**config.mk**
```make
export PLATFORM = sky130hd
export DESIGN_NAME = usr_serial_receiver
export DESIGN_NICKNAME = d
export VERILOG_FILES = /design/src/rtl/usr_pkg.sv /design/src/rtl/sipo_shift.sv /design/src/rtl/usr_serial_receiver.sv
export SDC_FILE = /design/constraint.sdc
export NUM_CORES = 1
export LEC_CHECK = 0
export ABC_AREA = 0
export BUFFER_PORTS_ARGS = -buffer_cell sky130_fd_sc_hd__buf_2
export CAP_MARGIN = 40
export CELL_PAD_IN_SITES_DETAIL_PLACEMENT = 1
export CELL_PAD_IN_SITES_GLOBAL_PLACEMENT = 1
export CORE_UTILIZATION = 44
export CTS_CLUSTER_SIZE = 10
export DETAILED_ROUTE_END_ITERATION = 10
export PLACE_DENSITY_LB_ADDON = 0.1
export SYNTH_ARGS = -nofsm -noshare
export SYNTH_HDL_FRONTEND = slang
export SYNTH_SLANG_ARGS = --single-unit
```
**constraint.sdc**
```tcl
create_clock -name clk -period 3.18 [get_ports clk]
set_input_delay 0.159 -clock clk [delete_from_list [all_inputs] [get_ports clk]]
set_output_delay 0.159 -clock clk [all_outputs]
set_load 0.02 [all_outputs]
```
**src/rtl/usr_pkg.sv**
```systemverilog
// Shared definitions for the serial link: receiver FSM encoding
// and the bit-order selects used by both ends of the link.
package usr_pkg;

  typedef enum logic [1:0] {
    IDLE  = 2'd0,
    SHIFT = 2'd1,
    FULL  = 2'd2
  } state_t;

  localparam logic DIR_LSB_FIRST = 1'b0;
  localparam logic DIR_MSB_FIRST = 1'b1;

endpackage

```
**src/rtl/sipo_shift.sv**
```systemverilog
// Serial-in parallel-out register with bit-order select.
// o_next is the value the register takes on an enabled shift.
import usr_pkg::*;

module sipo_shift #(
  parameter int size = 4
) (
  input  logic            clk,
  input  logic            clear_n,
  input  logic            i_clr,
  input  logic            i_en,
  input  logic            i_dir,
  input  logic            i_sin,
  output logic [size-1:0] o_q,
  output logic [size-1:0] o_next
);

  logic [size-1:0] r_sr;
  logic [size-1:0] w_next;

  always_comb begin
    w_next = {i_sin, r_sr[size-1:1]};
    if (i_dir == DIR_MSB_FIRST)
      w_next = {r_sr[size-2:0], i_sin};
  end

  always_ff @(posedge clk or negedge clear_n) begin
    if (!clear_n) begin
      r_sr <= '0;
    end else if (i_clr) begin
      r_sr <= '0;
    end else if (i_en) begin
      r_sr <= w_next;
    end
  end

  assign o_q    = r_sr;
  assign o_next = w_next;

endmodule

```
**src/rtl/usr_serial_receiver.sv**
```systemverilog
// Serial link receiver: deserializes framed bits into size-bit
// words and presents them on a valid/ready output.
import usr_pkg::*;

module usr_serial_receiver #(
  parameter int size = 4
) (
  input  logic            clk,
  input  logic            clear_n,
  input  logic            start,
  input  logic            dir,
  input  logic            bit_en,
  input  logic            sin,
  input  logic            o_ready,
  output logic [size-1:0] o,
  output logic            o_valid,
  output logic            busy,
  output logic            overrun
);

  localparam int CW = $clog2(size);
  localparam logic [CW-1:0] LAST = CW'(size - 1);

  state_t          r_state;
  logic [CW-1:0]   r_cnt;
  logic            r_dir_q;
  logic [size-1:0] r_o;
  logic            r_o_valid;
  logic            r_overrun;

  logic            w_take;
  logic            w_start_ok;
  logic            w_shift_en;
  logic            w_slot_free;
  logic [size-1:0] w_sr;
  logic [size-1:0] w_next;

  assign w_take      = r_o_valid && o_ready;
  assign w_start_ok  = start && (r_state != FULL);
  assign w_shift_en  = (r_state == SHIFT) && bit_en && !start;
  assign w_slot_free = !r_o_valid || o_ready;

  sipo_shift #(
    .size(size)
  ) u_sipo (
    .clk    (clk),
    .clear_n(clear_n),
    .i_clr  (w_start_ok),
    .i_en   (w_shift_en),
    .i_dir  (r_dir_q),
    .i_sin  (sin),
    .o_q    (w_sr),
    .o_next (w_next)
  );

  always_ff @(posedge clk or negedge clear_n) begin
    if (!clear_n) begin
      r_state   <= IDLE;
      r_cnt     <= '0;
      r_dir_q   <= DIR_LSB_FIRST;
      r_o       <= '0;
      r_o_valid <= 1'b0;
      r_overrun <= 1'b0;
    end else begin
      // a consumed word empties the slot unless refilled below
      if (w_take)
        r_o_valid <= 1'b0;
      unique case (r_state)
        IDLE: begin
          if (start) begin
            r_state   <= SHIFT;
            r_cnt     <= '0;
            r_dir_q   <= dir;
            r_overrun <= 1'b0;
          end
        end
        SHIFT: begin
          if (start) begin
            r_cnt   <= '0;
            r_dir_q <= dir;
          end else if (bit_en) begin
            if (r_cnt == LAST) begin
              r_cnt <= '0;
              if (w_slot_free) begin
                r_o       <= w_next;
                r_o_valid <= 1'b1;
                r_state   <= IDLE;
              end else begin
                r_state <= FULL;
              end
            end else begin
              r_cnt <= r_cnt + 1'b1;
            end
          end
        end
        FULL: begin
          if (bit_en || start)
            r_overrun <= 1'b1;
          if (w_take) begin
            r_o       <= w_sr;
            r_o_valid <= 1'b1;
            r_state   <= IDLE;
          end
        end
        default: r_state <= IDLE;
      endcase
    end
  end

  assign o       = r_o;
  assign o_valid = r_o_valid;
  assign busy    = (r_state != IDLE);
  assign overrun = r_overrun;

endmodule
```
==> results.cfg <==
[critical_path]
path_max_fanout = 11
rr_worst_depth = 5
cp-start-kind = register
r2r_slack_ns = 1.25
critical_path_class = register to register
path_cells = inv_1 > ha_1 > mux2i_1 > a211oi_4 > mux2_1
arrival_ns = 2.09
startpoint = r_state[1]
crit_required_ns = 3.34
r2r-end = o[0]
crit_slowest_cell = ha_1
end_kind = register
slowest_delay_ns = 0.42
reg2reg_from = r_state[1]

[synthesis]
synth_cell_types = 25
synth-adder-area-share = 0.0598
syn_area_per_cell_um2 = 10.3
syn-num-nets = 92
synth_seq_cells = 15
synthSimpleGateAreaFrac = 0.136
syn_area_um2 = 837
yosysWarnings = 0
ys_seq_area_frac = 0.448
synth_compound_area_frac = 0.188
muxShareOfSynthArea = 0.126
synth_top_family_by_area = compound AO/OA/AOI/OAI gates
syn_inst = 81
synth-xor-area-share = 0

[finish]
finish.utilization = 0.548
area_delta_synth_final_pct = 14.3
drive_above_1_share = 0.188
final_common_cell = dfrtp_1
mostFrequentLayoutCells = dfrtp_1, o21ai_0, buf_2
nNetsFinal = 108
final_cell_area_um2 = 957
diodes = 0

[sta]
rsz0062_at_grt = false
skew_ns = 0.00340
hold_violations = 0
finalCritPeriodShare = 0.606
min_period_ns = 1.93
fin_tns_setup_ns = 0
timing.hold.ws_ns = 0.112
drv_slew = 0
setup_viol = 0
relSlewSlack = 0.730
tightest_slew_ns = 0.404
fmax_ghz = 0.519

[detailed_routing]
drt.antenna.violating_nets = 0
vias = 636
wl_mm = 1.74
routed_via_density = 5.26
wl_per_cell_um = 14.3
drc = 0
drt_pre_antenna_iters = 4
drt_iter0_drc = 14

[clock_tree]
htree_levels = 1
cts_resized = 0
cts-root-buf = clkbuf_4
cts_post_setup_buffers_inserted = 0
clockBufferDepth = 2
cts_hold_buffers = 1
cts_tree = yes
clock_sinks = 15
clock_latency_ns = 0.27
cts_buffers = 3
clk_pin_slew_worst_paths_ns = 0.09

[power_and_ir_drop]
clockPowerShare = 0.183
p_int_mw = 0.365
power.share.sequential = 0.426
netSwitchingFraction = 0.370
peakVddDrop_v = 0.000331
power-per-cell-area_mw_per_mm2 = 606
p_comb_frac = 0.390
p_leak_nw = 0.473
p_sw_mw = 0.214
power_mw = 0.580

[global_routing]
grt_start_max_net_pins = 16
grt_pass1_wl_mm = 2.88
antenna_found_initial = 0
grt_pass1_vias = 596
grtUsageTotal = 0.198
grt_overflow = 0

[placed_design]
gp_congestion = 0.770
hpwl_mm = 1.34
portBuffers = 13
placedInstanceArea_um2 = 921

[outcome]
outcome = complete, no violations

[floorplanning]
chipWidth_um = 45.6
io_pins = 14
die_h_um = 45.6
rows = 15
start_util = 0.480
core_mm2 = 0.00175
die_area_mm2 = 0.00208

[min_path]
whs_path_depth = 3
hold_end = r_dir_q
worstHoldStart = dir
hold_class = input port to register

[job]
cap_violations = 0
==> cell type report <==
| cell class | instances | area (um2) |
|---|---|---|
| fill | 214 | 788 |
| sequential | 15 | 375 |
| inverter | 6 | 22.5 |
| multi-input combinational | 57 | 427 |
| timing repair buffer | 14 | 75.1 |
| clock buffer | 4 | 26.3 |
| tap | 25 | 31.3 |
==> sequential cells by signal (all words and copies together) (netlist names) <==
name	count
o	4
o_valid	1
overrun	1
r_cnt	2
r_dir_q	1
r_state	2
u_sipo.o_q	4
==> cell families after synthesis <==
group | Yosys count
compound gates | 24
buf+inv | 9
mux | 10
flops | 15
fa+ha+maj | 4
simple gates | 19
==> metal layers <==
layer | up-vias | routed length (um) | global-route usage
met5 | - | 0 | 0
met4 | 0 | 9 | 0.0545
met3 | 2 | 48 | 0.0476
met2 | 12 | 782 | 0.294
met1 | 302 | 895 | 0.285
li1 | 320 | - | -
==> per-stage QoR <==
stage               worst slack, ns  cells
finish                         1.25    121
global route                   1.09    121
CTS                            1.24    121
detailed placement             1.25    116
global placement               1.28    116
floorplan                      1.64     81
==> synthesized netlist by cell type, drive strengths merged <==
| master | n | share of area |
|---|---|---|
| dfrtp | 15 | 0.45 |
| o21ai | 13 | 0.078 |
| inv | 6 | 0.027 |
| mux2i | 6 | 0.072 |
| nand2 | 6 | 0.027 |
| nand3 | 5 | 0.030 |
| ha | 4 | 0.060 |
| mux2 | 4 | 0.054 |
| a21oi | 3 | 0.018 |
| clkbuf | 2 | 0.0090 |
| nand2b | 2 | 0.015 |
| nand3b | 2 | 0.033 |
| nor2b | 2 | 0.015 |
| a211oi | 1 | 0.024 |
| a21boi | 1 | 0.0090 |
| a221oi | 1 | 0.010 |
| a22o | 1 | 0.010 |
| a22oi | 1 | 0.0090 |
| a2bb2oi | 1 | 0.010 |
| and3b | 1 | 0.010 |
| buf | 1 | 0.0060 |
| nor3 | 1 | 0.0060 |
| o2bb2ai | 1 | 0.010 |
| o31ai | 1 | 0.0090 |
==> worst max path at each step <==
stage,to,slack [ns],depth (start not counted)
floorplan,o[0],1.64,5
global placement,o[0],1.28,5
detailed placement,o[0],1.25,5
CTS,o[0],1.24,5
global route,o[0],1.09,5
finish,o[0],1.25,5
==> power by group through the flow <==
stage	clock, mW	combinational [mW]	sequential, mW
6_report	0.106	0.226	0.247
5_1_grt	0.125	0.251	0.252
4_1_cts	0.113	0.229	0.248
3_5_place_dp	0	0.227	0.251
3_3_place_gp	0	0.222	0.250
2_1_floorplan	0	0.154	0.263
==> worst max-delay path, delay by kind of cell, from the launching register on <==
| kind | cells | cell delay [ns] |
|---|---|---|
| muxes | 2 | 0.55 |
| adders and majority gates | 1 | 0.42 |
| DFF | 1 | 0.41 |
| AOI/OAI and AO/OA | 1 | 0.32 |
| buffers and inverters | 1 | 0.12 |
Power figures use the tool's default switching activity.
